<file path="config.mk">
export PLATFORM = sky130hd
export DESIGN_NAME = spi_share_arbiter
export DESIGN_NICKNAME = d
export VERILOG_FILES = /design/src/rtl/spi_share_arbiter.sv
export SDC_FILE = /design/constraint.sdc
export NUM_CORES = 1
export LEC_CHECK = 0
export BUFFER_PORTS_ARGS = -buffer_cell sky130_fd_sc_hd__clkbuf_2
export CORE_ASPECT_RATIO = 0.7
export CORE_MARGIN = 2
export CORE_UTILIZATION = 40
export DETAILED_ROUTE_END_ITERATION = 16
export GPL_ROUTABILITY_DRIVEN = 0
export PLACE_DENSITY = 0.82
export REMOVE_ABC_BUFFERS = 1
export SYNTH_ARGS = -nofsm -noshare
export SYNTH_HDL_FRONTEND = slang
export SYNTH_SLANG_ARGS = --single-unit
</file>
<file path="constraint.sdc">
create_clock -name clock -period 3.05 [get_ports clock]
set_clock_uncertainty 0.2 [all_clocks]
set_input_delay 0.4575 -clock clock [delete_from_list [all_inputs] [get_ports clock]]
set_output_delay 0.4575 -clock clock [all_outputs]
set_load 0.02 [all_outputs]
</file>
<file path="src/rtl/spi_share_arbiter.sv">
// Round-robin arbiter that shares one SPI master among NUM_REQ requesters,
// with per-transaction timeout and an enforced idle gap between transactions.
module spi_share_arbiter #(
    parameter int NUM_REQ        = 4,
    parameter int WIDTH          = 20,
    parameter int GAP_CYCLES     = 50,
    parameter int TIMEOUT_CYCLES = 4096
) (
    input  logic                     clock,
    input  logic                     reset_n,
    input  logic [NUM_REQ-1:0]       req,
    input  logic [NUM_REQ*WIDTH-1:0] req_data,
    output logic [NUM_REQ-1:0]       gnt,
    output logic [NUM_REQ-1:0]       rsp_valid,
    output logic [NUM_REQ-1:0]       rsp_timeout,
    output logic [WIDTH-1:0]         rsp_data,
    output logic                     busy,
    output logic                     spi_wren,
    output logic [WIDTH-1:0]         spi_di,
    input  logic                     spi_do_valid,
    input  logic [WIDTH-1:0]         spi_do,
    input  logic                     spi_ssel_n,
    output logic [NUM_REQ-1:0]       ss_n_o
);

    localparam int IDX_W   = (NUM_REQ > 1) ? $clog2(NUM_REQ) : 1;
    localparam int CNT_MAX = (TIMEOUT_CYCLES > GAP_CYCLES) ? TIMEOUT_CYCLES : GAP_CYCLES;
    localparam int CNT_W   = $clog2(CNT_MAX + 1);

    localparam logic [CNT_W-1:0] TO_LAST  = CNT_W'(TIMEOUT_CYCLES - 1);
    localparam logic [CNT_W-1:0] GAP_LAST = CNT_W'((GAP_CYCLES > 0) ? GAP_CYCLES - 1 : 0);
    localparam logic [IDX_W-1:0] LAST_RST = IDX_W'(NUM_REQ - 1);

    typedef enum logic [1:0] {IDLE, LAUNCH, WAIT, GAP} state_t;

    state_t           state;
    logic [IDX_W-1:0] last;
    logic [IDX_W-1:0] owner;
    logic [IDX_W-1:0] next_win;
    logic [CNT_W-1:0] cnt;
    logic [WIDTH-1:0] data_arr [NUM_REQ];

    // Search starts just after the previous winner so every requester gets a turn.
    function automatic logic [IDX_W-1:0] rr_pick(input logic [NUM_REQ-1:0] r,
                                                 input logic [IDX_W-1:0]   from);
        logic [IDX_W-1:0] pick;
        logic [IDX_W-1:0] ki;
        logic             found;
        int               k;
        pick  = from;
        found = 1'b0;
        for (int i = 1; i <= NUM_REQ; i++) begin
            k  = (int'(from) + i) % NUM_REQ;
            ki = IDX_W'(k);
            if (!found && r[ki]) begin
                pick  = ki;
                found = 1'b1;
            end
        end
        return pick;
    endfunction

    for (genvar g = 0; g < NUM_REQ; g++) begin : g_unpack
        assign data_arr[g] = req_data[g*WIDTH +: WIDTH];
    end

    assign next_win = rr_pick(req, last);
    assign busy     = (state != IDLE);
    assign ss_n_o   = ~gnt | {NUM_REQ{spi_ssel_n}};

    always_ff @(posedge clock or negedge reset_n) begin
        if (!reset_n) begin
            state       <= IDLE;
            gnt         <= '0;
            rsp_valid   <= '0;
            rsp_timeout <= '0;
            rsp_data    <= '0;
            spi_wren    <= 1'b0;
            spi_di      <= '0;
            last        <= LAST_RST;
            owner       <= '0;
            cnt         <= '0;
        end else begin
            spi_wren    <= 1'b0;
            rsp_valid   <= '0;
            rsp_timeout <= '0;
            case (state)
                IDLE: begin
                    if (|req) begin
                        owner  <= next_win;
                        gnt    <= NUM_REQ'(1) << next_win;
                        spi_di <= data_arr[next_win];
                        state  <= LAUNCH;
                    end
                end
                LAUNCH: begin
                    spi_wren <= 1'b1;
                    cnt      <= '0;
                    state    <= WAIT;
                end
                WAIT: begin
                    // A completion arriving in the expiry cycle wins over the timeout.
                    if (spi_do_valid || (cnt == TO_LAST)) begin
                        if (spi_do_valid) begin
                            rsp_data  <= spi_do;
                            rsp_valid <= NUM_REQ'(1) << owner;
                        end else begin
                            rsp_timeout <= NUM_REQ'(1) << owner;
                        end
                        gnt   <= '0;
                        last  <= owner;
                        cnt   <= '0;
                        state <= (GAP_CYCLES == 0) ? IDLE : GAP;
                    end else begin
                        cnt <= cnt + CNT_W'(1);
                    end
                end
                GAP: begin
                    if (cnt == GAP_LAST) begin
                        cnt   <= '0;
                        state <= IDLE;
                    end else begin
                        cnt <= cnt + CNT_W'(1);
                    end
                end
                default: state <= IDLE;
            endcase
        end
    end

endmodule

</file>
# Word level (Yosys, flattened, before mapping)
# Index checks and enable logic that the tools add are counted.
[word_totals]
ff_bits = 72
input_bits = 108
out_inout_bits = 58
wordCells = 85
[op_classes]
n_addsub = 5
n_eq_ne = 8
reduce_logical = 17
n_shift = 2
magnitude_cmp = 5
n_mux = 35
bitwise_logic = 3
[op_table]
columns = ["operator", "count"]
rows = [
  ["$bmux 20 s2", 1],
  ["$mux 20", 2],
  ["$pmux 13 s3", 1],
  ["$mux 4", 8],
  ["$mux 13", 2],
  ["$mux 2", 7],
  ["$add 13x1->13 const B", 1],
  ["$eq 13x12->1 const B", 1],
  ["$eq 13x6->1 const B", 1],
  ["$lt 2x3->1 const B", 4],
  ["$reduce_and 3->1", 3],
  ["$bmux 1 s2", 4],
  ["$mux 1", 8],
  ["$pmux 2 s4", 1],
  ["$pmux 4 s2", 1],
  ["$shl 1x2->4 const A", 2],
  ["$ne 2x2->1 const B", 3],
  ["$add 2x1->2 const B", 2],
  ["$add 2x2->2 const B", 2],
  ["$eq 2x2->1 const B", 2],
  ["$not 4->4", 1],
  ["$or 4x4->4", 1],
  ["$reduce_and 2->1", 2],
  ["$reduce_bool 2->1", 2],
  ["other kinds (9)", 13],
]

# Logic depth before layout (Yosys ltp)
[depth]
depth_word = 17
ltp_mapped = 8
mapped_depth_nobuf = 7

# Worst setup path before layout
# No wires, ideal clock.
[synth_timing]
path_type = "reg-to-reg"
from = "reg state[0]"
to = "reg state[1]"
path_stages_with_launch = 8
setup_ns = 0.127
setup_slack_ns = 0.659
required_ns = 2.723
period_less_slack_ns = 2.391
t_arrival_ns = 2.063
n_path_buf = 1
path_cell_list = "dfrtp_1 inv_1 ha_1 clkbuf_1 clkinv_1 o22ai_1 and2b_1 mux2_1"
[synth_via]
elab_chain_cells = 3
elab_cells_between_ends = 9
classes_between = "6 x eq/ne; 1 x mux; 2 x reduce/logical"
[synth_rtl]
columns = ["item", "line", "rtl"]
rows = [
  ["from (decl)", "36", "state_t state;"],
  ["from (signal assigned)", "113", "state <= (GAP_CYCLES == 0) ? IDLE : GAP;"],
  ["$eq 2x2->1 / $logic_not 2->1 (equally long branches)", "87", "case (state)"],
  ["$ne 2x2->1 (no line)", "-", ""],
  ["$reduce_and 3->1 (no line)", "-", ""],
]
# Parallel ways exist; a longest one is shown, timed or not.
# A chain may end at the register's enable or synchronous reset.

# Worst setup path after layout
[layout_timing]
from = "reg cnt[7]"
to = "reg state[1]"
[layout_via]
elab_chain_cells = 4
elab_cells_between_ends = 6
classes_between = "4 x eq/ne; 2 x reduce/logical"
[layout_rtl]
columns = ["item", "line", "rtl"]
rows = [
  ["from (decl)", "40", "logic [CNT_W-1:0] cnt;"],
  ["from (signal assigned)", "115", "cnt <= cnt + CNT_W'(1);"],
  ["from (signal assigned)", "123", "cnt <= cnt + CNT_W'(1);"],
  ["$eq 13x12->1", "103", "if (spi_do_valid || (cnt == TO_LAST)) begin"],
  ["$logic_or 1x1->1", "103", ""],
  ["$ne 2x2->1 (no line)", "-", ""],
  ["$reduce_and 3->1 (no line) *", "-", ""],
]
# Mark *: on every way between the ends. The rest lies on a longest branch, timed or not.

==> results.toml <==
[route]
dr.first_iter.drc_count = 171
wl_um = 9620
viasPerCell = 5.29
route.vias.total = 3224
drt_pass1_iterations = 5
final_antenna_net_count = 0
drt_drc_violations_left = 0
wl_per_cell_um = 15.8

[synth]
synth-edff-count = 0
synth_ff_type = "dfrtp_1"
ys_warn_count = 0
syn_avg_cell_area_um2 = 11.3
synth_largest_area_cell = "dfrtp_1"
ys_seq_area_share_pct = 49.8
synth.area.top_cells = "dfrtp_1 (48%), mux2i_1 (11%), mux2_2 (6.8%), o221ai_1 (5.1%), nand2_1 (3.7%)"
netlist_instances = 320
netlist.area_leader.share_pct = 48.4
ys_async_sr_fraction_pct = 100
synth_seq_cells = 72
synth.distinct_cells = 49
synth_area_um2 = 3620

[timing]
fin_setup_tns_ns = 0
period_minus_slack_ns = 2.55
hold_viol_final = 0
tightestPinTransition_ns = 0.910
slew_headroom_pct = 39.3
finalWorstSetupSlack_ns = 0.500
grt_setup_unrepaired = "no"
min_period_over_period_pct = 83.6
timing.fmax_ghz = 0.392
slew_viol_final = 0
setup_viol = 0
whs_ns = 0.0356

[hold_path]
hp-class = "input port to async pin"

[cts]
clk_pin_slew_ns = 0.06
clk_latency_ns = 0.34
htreeDepth = 3
cts.sinks = 72
cts_buffer_depth = 2
cts_buffers = 9
cts_root_buffer = "clkbuf_16"
cts_setup_buffers = 0
ctsHoldBuffers = 0
cts_tree = "yes"
cts_resized = 0

[global_routing]
grt_pass1_vias = 3264
antenna_found_initial = 0
grt_max_degree = 73
grt_use_total_pct = 20.1
grt_pass1_wl_um = 15800
grt-ovfl-total = 0

[setup_path]
critPathMaxFanout = 8
end_kind = "flop"
critical_path_class = "flop to flop"
start_kind = "flop"
critPathRequiredTime_ns = 3.06
cp_data_arrival_time_ns = 2.56

[placement]
dp_hpwl_um = 7120
pre_cts_ws_ns = 0.529
port_buffers = 165

[outcome]
status = "complete, no violations"

[power]
p_per_area_nw_per_um2 = 1010
ir_drop_uv = 513
power.leakage_uw = 0.00248

[final_layout]
fillers = 746
final_nets = 600
multi_input_area_um2 = 1710
seq_area_um2 = 1800
areaGrowthSynthToFinish_pct = 35.4
diodes = 0
layout-drive-gt1-share_pct = 44.8

[die]
die_h_um = 83.6
rows = 28
die_area_um2 = 9840
core-area_um2 = 8620
die_width_um = 118
start_util_pct = 42.0
ioPinCount = 166

[job]
maxCapViolCount = 0
-- cells in the mapped netlist, drive strengths merged (3+ instances only) --
library cell	instances
inv	7
nor2	10
clkbuf	10
nand2	37
nand2b	11
mux2i	41
ha	6
a2bb2oi	4
dfrtp	70
or4	4
nor3	3
nand3	6
nand4	4
a21oi	3
o221ai	21
mux2	23
o21ai	13
buf	7
or3	3
o2bb2ai	4
-- path summary, 6_finish.rpt --
| check | startpoint | to | slack (ns) | cells past startpoint |
|---|---|---|---|---|
| max | cnt[7] | state[1] | 0.50 | 4 |
| min | reset_n | cnt[4] | 0.04 | 1 |
| max reg2reg | cnt[7] | state[1] | 0.50 | 4 |
| min reg2reg | spi_di[18] | spi_di[18] | 0.29 | 2 |
| max in group asynchronous | reset_n | cnt[11] | 1.99 | 1 |
| min in group clock | spi_do[18] | rsp_data[18] | 0.15 | 2 |
-- stage by stage --
step	utilization (%)	total power (uW)	instance area [um^2]	cells
after floorplan	-	3060	3550	303
after global placement	53.3	3750	4590	595
after detailed placement	53.3	3860	4590	595
after CTS	56.9	4980	4900	609
after global routing	56.9	5260	4900	609
final	56.9	4950	4900	609
-- registers in the layout, indices dropped and copies added, names as in the netlist --
name	count
last	2
owner	2
rsp_data	20
cnt	13
spi_di	20
gnt	4
rsp_timeout	4
state	2
spi_wren	1
rsp_valid	4
-- cell type report --
class                   count  share of cell area, %
flip-flops and latches     72                   36.8
well taps                 120                   3.06
repair buffers            172                   18.2
clock buffers               9                   4.60
clock inverters             5                   1.71
inverters                   8                  0.613
multi-input cells         223                   35.0
-- layer usage --
layer	up-vias	share of wire, %	global-route usage, %
li1	1523	-	-
met1	1557	41	24.5
met2	126	50	32.9
met3	18	6.6	6.83
met4	0	2.0	7.67
met5	-	0	0
-- cells by family after synthesis --
| group | synth area share, % |
|---|---|
| AND/OR/NAND/NOR | 12.1 |
| flip-flops | 49.8 |
| AO/OA/AOI/OAI | 14.7 |
| multiplexers | 18.5 |
| buffers and inverters | 2.80 |
| adder cells (fa/ha/maj) | 2.07 |
-- placed cells by master (no fill, tap or decap), types with 2 or more instances in the layout --
master	count
clkbuf_2	164
dfrtp_1	70
mux2i_1	41
nand2_1	36
mux2_2	22
o221ai_1	21
nand2b_1	11
nor2_1	10
o21ai_0	10
clkbuf_16	9
inv_1	7
buf_4	7
nand3_1	6
ha_1	6
nand4_1	4
o2bb2ai_1	4
a2bb2oi_1	4
nor3_1	3
or4_1	3
or3_1	3
a21oi_1	3
a21o_1	2
a31oi_1	2
a22oi_1	2
or2_2	2
o22ai_1	2
a22o_1	2
and2_1	2
o31ai_1	2
o21ai_1	2
o311ai_1	2
clkinvlp_4	2
bufinv_16	2
dfstp_2	2
-- power breakdown --
group          switching (uW)  total (uW)  internal [uW]  leakage [uW]
sequential                256        1580           1330      0.000911
clock                     392        1100            707      0.000144
combinational            1330        2260            937       0.00143
total                    1980        4950           2970       0.00248
-- worst max-delay path, stage by stage (launching register included) --
cell and delay [ns]:
dfrtp_1 0.45, or4_4 0.58, o41ai_4 0.61, and2b_1 0.24, mux2_1 0.34
Power figures use the tool's default switching activity.
